`config.mk`:
```
export PLATFORM = sky130hd
export DESIGN_NAME = regfile_wb_arbiter_flat
export DESIGN_NICKNAME = d
export VERILOG_FILES = /design/src/rtl/regfile_wb_arbiter_if.sv /design/src/rtl/regfile_wb_arbiter.sv /design/src/flat_wrapper.sv
export SDC_FILE = /design/constraint.sdc
export NUM_CORES = 1
export LEC_CHECK = 0
export BUFFER_PORTS_ARGS = -buffer_cell sky130_fd_sc_hd__buf_4
export CORE_MARGIN = 2
export CORE_UTILIZATION = 46
export DETAILED_ROUTE_END_ITERATION = 12
export GPL_TIMING_DRIVEN = 0
export PLACE_DENSITY = 0.72
export SYNTH_ARGS = -nofsm -noshare
export SYNTH_HDL_FRONTEND = slang
export SYNTH_SLANG_ARGS = --single-unit
```
`constraint.sdc`:
```
create_clock -name clk -period 2.7 [get_ports clk]
set_clock_uncertainty 0.1 [all_clocks]
set_input_delay 0.405 -clock clk [delete_from_list [all_inputs] [get_ports clk]]
set_output_delay 0.405 -clock clk [all_outputs]
set_load 0.03 [all_outputs]
```
`src/rtl/regfile_wb_arbiter_if.sv`:
```
// Write-back bus between the two result producers, decode's hazard check and the
// register file write port. The slave side is the arbiter.
interface regfile_wb_arbiter_if #(
    parameter int XLEN = 32,
    parameter int AW   = 5
);
    // Handshake: a producer holds valid and its payload stable until it samples
    // ready high at a rising edge; valid && ready at that edge is one transfer.
    logic            alu_valid;
    logic            alu_ready;
    logic [AW-1:0]   alu_rd;
    logic [XLEN-1:0] alu_data;
    logic            lsu_valid;
    logic            lsu_ready;
    logic [AW-1:0]   lsu_rd;
    logic [XLEN-1:0] lsu_data;
    logic [AW-1:0]   rs1;
    logic [AW-1:0]   rs2;
    logic            hazard1;
    logic            hazard2;
    logic            wEn;
    logic [AW-1:0]   rd;
    logic [XLEN-1:0] write_data;
    // Slot occupancy and age bit, exported for observation only.
    logic            dbg_alu_full;
    logic            dbg_lsu_full;
    logic            dbg_lsu_older;

    modport master (
        output alu_valid, alu_rd, alu_data,
        output lsu_valid, lsu_rd, lsu_data,
        output rs1, rs2,
        input  alu_ready, lsu_ready,
        input  hazard1, hazard2,
        input  wEn, rd, write_data,
        input  dbg_alu_full, dbg_lsu_full, dbg_lsu_older
    );

    modport slave (
        input  alu_valid, alu_rd, alu_data,
        input  lsu_valid, lsu_rd, lsu_data,
        input  rs1, rs2,
        output alu_ready, lsu_ready,
        output hazard1, hazard2,
        output wEn, rd, write_data,
        output dbg_alu_full, dbg_lsu_full, dbg_lsu_older
    );
endinterface

```
`src/rtl/regfile_wb_arbiter.sv`:
```
// Oldest-first arbiter for the register file's single write port, with one
// holding slot per producer and RAW hazard reporting for pending writes.
module regfile_wb_arbiter #(
    parameter int XLEN = 32,
    parameter int AW   = 5
) (
    input  logic                 clk,
    input  logic                 rst,
    regfile_wb_arbiter_if.slave  bus
);
    logic            alu_full;
    logic            lsu_full;
    logic            lsu_older;
    logic [AW-1:0]   alu_rd_q;
    logic [AW-1:0]   lsu_rd_q;
    logic [XLEN-1:0] alu_data_q;
    logic [XLEN-1:0] lsu_data_q;

    logic            alu_gnt;
    logic            lsu_gnt;
    logic            any_gnt;
    logic            alu_acc;
    logic            lsu_acc;
    logic [AW-1:0]   gnt_rd;
    logic [XLEN-1:0] gnt_data;

    logic            wen_q;
    logic [AW-1:0]   rd_q;
    logic [XLEN-1:0] wdata_q;

    // When both slots are full the age bit decides; otherwise the lone full slot wins.
    always_comb begin
        alu_gnt  = alu_full && (!lsu_full || !lsu_older);
        lsu_gnt  = lsu_full && (!alu_full || lsu_older);
        any_gnt  = alu_gnt || lsu_gnt;
        gnt_rd   = lsu_gnt ? lsu_rd_q   : alu_rd_q;
        gnt_data = lsu_gnt ? lsu_data_q : alu_data_q;
    end

    assign bus.alu_ready = !rst && (!alu_full || alu_gnt);
    assign bus.lsu_ready = !rst && (!lsu_full || lsu_gnt);
    assign alu_acc       = bus.alu_valid && bus.alu_ready;
    assign lsu_acc       = bus.lsu_valid && bus.lsu_ready;

    // Slot occupancy, age tracking and the registered write port.
    always_ff @(posedge clk) begin
        if (rst) begin
            alu_full  <= 1'b0;
            lsu_full  <= 1'b0;
            lsu_older <= 1'b0;
            wen_q     <= 1'b0;
            rd_q      <= '0;
            wdata_q   <= '0;
        end else begin
            if (alu_acc)
                alu_full <= 1'b1;
            else if (alu_gnt)
                alu_full <= 1'b0;

            if (lsu_acc)
                lsu_full <= 1'b1;
            else if (lsu_gnt)
                lsu_full <= 1'b0;

            // A fresh ALU load makes the LSU older, including a simultaneous
            // load of both; a lone LSU load makes the ALU older.
            if (alu_acc)
                lsu_older <= 1'b1;
            else if (lsu_acc)
                lsu_older <= 1'b0;

            // Writes to x0 retire the slot but never reach the register file.
            wen_q <= any_gnt && (gnt_rd != '0);
            if (any_gnt && (gnt_rd != '0)) begin
                rd_q    <= gnt_rd;
                wdata_q <= gnt_data;
            end
        end
    end

    // Payload is only meaningful while the slot is full, so it needs no reset.
    always_ff @(posedge clk) begin
        if (alu_acc) begin
            alu_rd_q   <= bus.alu_rd;
            alu_data_q <= bus.alu_data;
        end
        if (lsu_acc) begin
            lsu_rd_q   <= bus.lsu_rd;
            lsu_data_q <= bus.lsu_data;
        end
    end

    always_comb begin
        bus.hazard1 = (bus.rs1 != '0) &&
                      ((alu_full && (alu_rd_q == bus.rs1)) ||
                       (lsu_full && (lsu_rd_q == bus.rs1)) ||
                       (wen_q    && (rd_q     == bus.rs1)));
        bus.hazard2 = (bus.rs2 != '0) &&
                      ((alu_full && (alu_rd_q == bus.rs2)) ||
                       (lsu_full && (lsu_rd_q == bus.rs2)) ||
                       (wen_q    && (rd_q     == bus.rs2)));
    end

    assign bus.wEn           = wen_q;
    assign bus.rd            = rd_q;
    assign bus.write_data    = wdata_q;
    assign bus.dbg_alu_full  = alu_full;
    assign bus.dbg_lsu_full  = lsu_full;
    assign bus.dbg_lsu_older = lsu_older;
endmodule

```
`src/flat_wrapper.sv`:
```
// flat-port wrapper written by rule: the top's interface ports become plain ports
module regfile_wb_arbiter_flat 
#(
    parameter int XLEN = 32,
    parameter int AW   = 5
)
  (clk, rst, bus_alu_valid, bus_alu_rd, bus_alu_data, bus_lsu_valid, bus_lsu_rd, bus_lsu_data, bus_rs1, bus_rs2, bus_alu_ready, bus_lsu_ready, bus_hazard1, bus_hazard2, bus_wEn, bus_rd, bus_write_data, bus_dbg_alu_full, bus_dbg_lsu_full, bus_dbg_lsu_older);
  regfile_wb_arbiter_if #(.XLEN(XLEN), .AW(AW)) bus_i ();
  input  logic clk;
  input  logic rst;
  input wire logic [$bits(bus_i.alu_valid)-1:0] bus_alu_valid;
  input wire logic [$bits(bus_i.alu_rd)-1:0] bus_alu_rd;
  input wire logic [$bits(bus_i.alu_data)-1:0] bus_alu_data;
  input wire logic [$bits(bus_i.lsu_valid)-1:0] bus_lsu_valid;
  input wire logic [$bits(bus_i.lsu_rd)-1:0] bus_lsu_rd;
  input wire logic [$bits(bus_i.lsu_data)-1:0] bus_lsu_data;
  input wire logic [$bits(bus_i.rs1)-1:0] bus_rs1;
  input wire logic [$bits(bus_i.rs2)-1:0] bus_rs2;
  output wire logic [$bits(bus_i.alu_ready)-1:0] bus_alu_ready;
  output wire logic [$bits(bus_i.lsu_ready)-1:0] bus_lsu_ready;
  output wire logic [$bits(bus_i.hazard1)-1:0] bus_hazard1;
  output wire logic [$bits(bus_i.hazard2)-1:0] bus_hazard2;
  output wire logic [$bits(bus_i.wEn)-1:0] bus_wEn;
  output wire logic [$bits(bus_i.rd)-1:0] bus_rd;
  output wire logic [$bits(bus_i.write_data)-1:0] bus_write_data;
  output wire logic [$bits(bus_i.dbg_alu_full)-1:0] bus_dbg_alu_full;
  output wire logic [$bits(bus_i.dbg_lsu_full)-1:0] bus_dbg_lsu_full;
  output wire logic [$bits(bus_i.dbg_lsu_older)-1:0] bus_dbg_lsu_older;
  assign bus_i.alu_valid = bus_alu_valid;
  assign bus_i.alu_rd = bus_alu_rd;
  assign bus_i.alu_data = bus_alu_data;
  assign bus_i.lsu_valid = bus_lsu_valid;
  assign bus_i.lsu_rd = bus_lsu_rd;
  assign bus_i.lsu_data = bus_lsu_data;
  assign bus_i.rs1 = bus_rs1;
  assign bus_i.rs2 = bus_rs2;
  assign bus_alu_ready = bus_i.alu_ready;
  assign bus_lsu_ready = bus_i.lsu_ready;
  assign bus_hazard1 = bus_i.hazard1;
  assign bus_hazard2 = bus_i.hazard2;
  assign bus_wEn = bus_i.wEn;
  assign bus_rd = bus_i.rd;
  assign bus_write_data = bus_i.write_data;
  assign bus_dbg_alu_full = bus_i.dbg_alu_full;
  assign bus_dbg_lsu_full = bus_i.dbg_lsu_full;
  assign bus_dbg_lsu_older = bus_i.dbg_lsu_older;
  regfile_wb_arbiter #(.XLEN(XLEN), .AW(AW)) u_core (.clk(clk), .rst(rst), .bus(bus_i));
endmodule
```
==> impl_metrics.toml <==
[route]
wl_per_cell_um = 17.2
vias = 3514
dr.pass1.iters = 4
drt-total-wl_um = 11900
drc = 0
vias_per_cell = 5.09
dr.first_iter.drc_count = 128
ant_nets = 0

[yosys]
synth-edff-count = 74
syn_area_um2 = 4780
synth_xor_area_share_pct = 5.50
yosys.cell_types.count = 34
synth-compound-area-share_pct = 16.1
ys_seq_elements = 115
synth_cells = 317
ys_warn_count = 0
synth_mux_area_share_pct = 7.89
async_reset_ff_share_pct = 0
synth-simple-area-share_pct = 3.54
postSynthAreaPerCell_um2 = 15.1
synth_top_family_by_area = "compound AO/OA/AOI/OAI gates"
synth_nets = 405
seq_area_frac_synth_pct = 63.7
synthAdderAreaFrac_pct = 0
synth_flop_cell = "edfxtp_1"

[worst_setup_path]
cp_data_required_time_ps = 2190
critPathLaunchType = "flip-flop"
rrSetupSlack_ps = 460
critPathCaptureType = "primary output"
max_stage_delay_ps = 460
critPathTopFamily = "flip-flops"
criticalPathCategory = "reg -> out"
cp_cell_sequence = "xor2_1, nor4_1, a32oi_1, a21oi_1, buf_4"
cp.depth = 5
critPathMaxFanout = 4
ff2ff_path_depth = 6
worst-path-buf-inv = 1
crit_slowest_cell = "edfxtp_1"
crit_arrival_ps = 2000

[sta]
maxSlewViolCount = 0
rsz0062_at_grt = "no"
fin_tns_setup_ps = 0
maxSlewHeadroom_pct = 32.0
setup_viol = 0
fmax_mhz = 399
period_share_pct = 92.9
worst_slew_pin_slew_ps = 1020
hold_viol_final = 0
fin_crit_ps = 2510
finalWorstSetupSlack_ps = 193

[clocking]
clock_path_buffers = 2
ctsResizeCount = 0
cts_tree = "done"
clk_pin_slew_worst_paths_ps = 50
numCtsBuffers = 17
clock_latency_ps = 490
root_buffer = "clkbuf_8"
h-tree-depth = 4
clock_sinks = 115

[min_path]
min_path_cells = 3
hold_class = "in -> reg"

[grt]
grt_overflow = 0
grt_pass1_vias = 3790
grt_pass1_wl_um = 19000
grt_max_degree = 39
grt_usage_pct = 22.2
antenna_found_initial = 0

[power_and_ir_drop]
switching_share_pct = 23.7
p_leak_nw = 2.98
fin_total_pwr_mw = 4.62
clkPwrFrac_pct = 41.4
combPwrFrac_pct = 14.4
p_per_area_nw_per_um2 = 642
internal_power_mw = 3.53
max-vdd-ir-drop_mv = 0.414
p_switching_mw = 1.10
power_frac_seq_pct = 44.2

[cells_and_area]
layout-drive-gt1-share_pct = 37.8
final_nets = 630
final_cells = 691
syn2layout_area_growth_pct = 50.7
n_antenna_cell = 0
design_area_um2 = 7200
n_fill_cell = 687

[placement]
dp_slack_ps = 295
place_area_um2 = 5940
place_hpwl_um = 7380
port_buffers = 132
dp.cells = 585
gp_congestion = 0.836

[outcome]
status = "completed"

[floorplan]
initial_core_util_pct = 46.9
fp.dieH_um = 106
fp.dieW_um = 106
die-area_um2 = 11200
row_count = 37
ioPinCount = 133
core_um2 = 10200

[flow_run]
cap_viol_max_count = 0
## path summary, 6_finish.rpt
kind,endpoint,from
setup / recovery,bus_hazard2,u_core.lsu_rd_q[0]$_DFFE_PP_
hold / removal,u_core.bus.dbg_alu_full$_SDFFE_PP0P_,bus_alu_valid
setup reg to reg,u_core.bus.write_data[12]$_SDFFE_PP0P_,u_core.alu_rd_q[3]$_DFFE_PP_
hold reg to reg,u_core.bus.write_data[0]$_SDFFE_PP0P_,u_core.bus.write_data[0]$_SDFFE_PP0P_
## power by group through the flow
stage,clock [mW],combinational [mW],sequential (mW)
after CTS,1.95,0.663,2.04
after global routing,2.03,0.711,2.05
final,1.92,0.665,2.04
after detailed placement,0,0.576,2.08
after global placement,0,0.564,2.07
after floorplan,0,0.240,2.15
## cells in the mapped netlist (3+ instances only)
master,number,area share (%)
xor2_1,24,4.4
buf_2,8,0.84
a21oi_1,3,0.31
nor4_1,7,0.92
nor2_1,11,0.86
dfxtp_1,41,17
mux2i_1,32,6.7
edfxtp_1,74,47
and2_1,4,0.52
o31ai_1,3,0.47
o31ai_2,29,7.6
mux2_2,5,1.2
xnor2_1,6,1.1
buf_12,3,1.3
clkbuf_1,9,0.71
o211ai_1,32,5.0
a32o_1,5,1.0
## layout make-up
type | count | area, um2 | area share, %
Buffer | 22 | 149 | 2.07
Tap cell | 136 | 170 | 2.36
Sequential cell | 115 | 3040 | 42.3
Timing Repair Buffer | 206 | 1730 | 24.1
Inverter | 2 | 7.51 | 0.104
Clock buffer | 27 | 492 | 6.83
Multi-Input combinational cell | 178 | 1580 | 21.9
Clock inverter | 5 | 27.5 | 0.382
## worst min-delay path, cell delays in order
cell     delay, ps
buf_4           80
a31oi_1         30
nor2_1          70
## registers in the layout, indices dropped and copies added (netlist names)
signal / cells
u_core.bus.dbg_lsu_full: 1
u_core.bus.rd: 5
u_core.alu_rd_q: 5
u_core.bus.wEn: 1
u_core.alu_data_q: 32
u_core.lsu_data_q: 32
u_core.bus.write_data: 32
u_core.bus.dbg_lsu_older: 1
u_core.bus.dbg_alu_full: 1
u_core.lsu_rd_q: 5
## timing repair
item,4_1_cts,5_1_grt
endpoints found under the hold margin,74,0
hold buffers,74,0
buffers inserted,0,0
## cells in the final DEF, fill, tap and decap left out, types with 3 or more instances in the layout
cell type,instances
a21oi_1,3
a32o_1,5
buf_12,3
buf_2,8
buf_4,132
clkbuf_1,15
clkbuf_16,16
clkbuf_8,5
clkinv_2,4
dfxtp_1,41
dlygate4sd3_1,74
edfxtp_1,74
mux2_2,5
mux2i_1,32
nor2_1,11
nor4_1,7
o211ai_1,32
o31ai_1,3
o31ai_2,29
xnor2_1,6
xor2_1,24
## cell families (layout without fill, tap and decap cells)
group,Yosys count,after routing
DFF,115,115
xor gates and xnor gates,30,30
AOI/OAI and AO/OA,80,80
muxes,37,37
and+or+nand+nor,31,31
buffers and inverters,24,262
## metrics by stage
| step | hold slack, ps | util, % |
|---|---|---|
| after CTS | 17.7 | 70.7 |
| final | 46.0 | 70.7 |
| after global routing | 58.0 | 70.7 |
| after detailed placement | 402 | 58.3 |
| after global placement | 392 | 58.3 |
| after floorplan | 404 | - |
## routing by layer
layer  up-vias  global-route usage (%)  wire, um
li1       1699                       -         -
met1      1698                    25.9      4890
met2       110                    39.9      6220
met3         7                    6.32       699
met4         0                    6.11        72
met5         -                       0         0
Note: power is estimated with default switching activity, not from simulation.
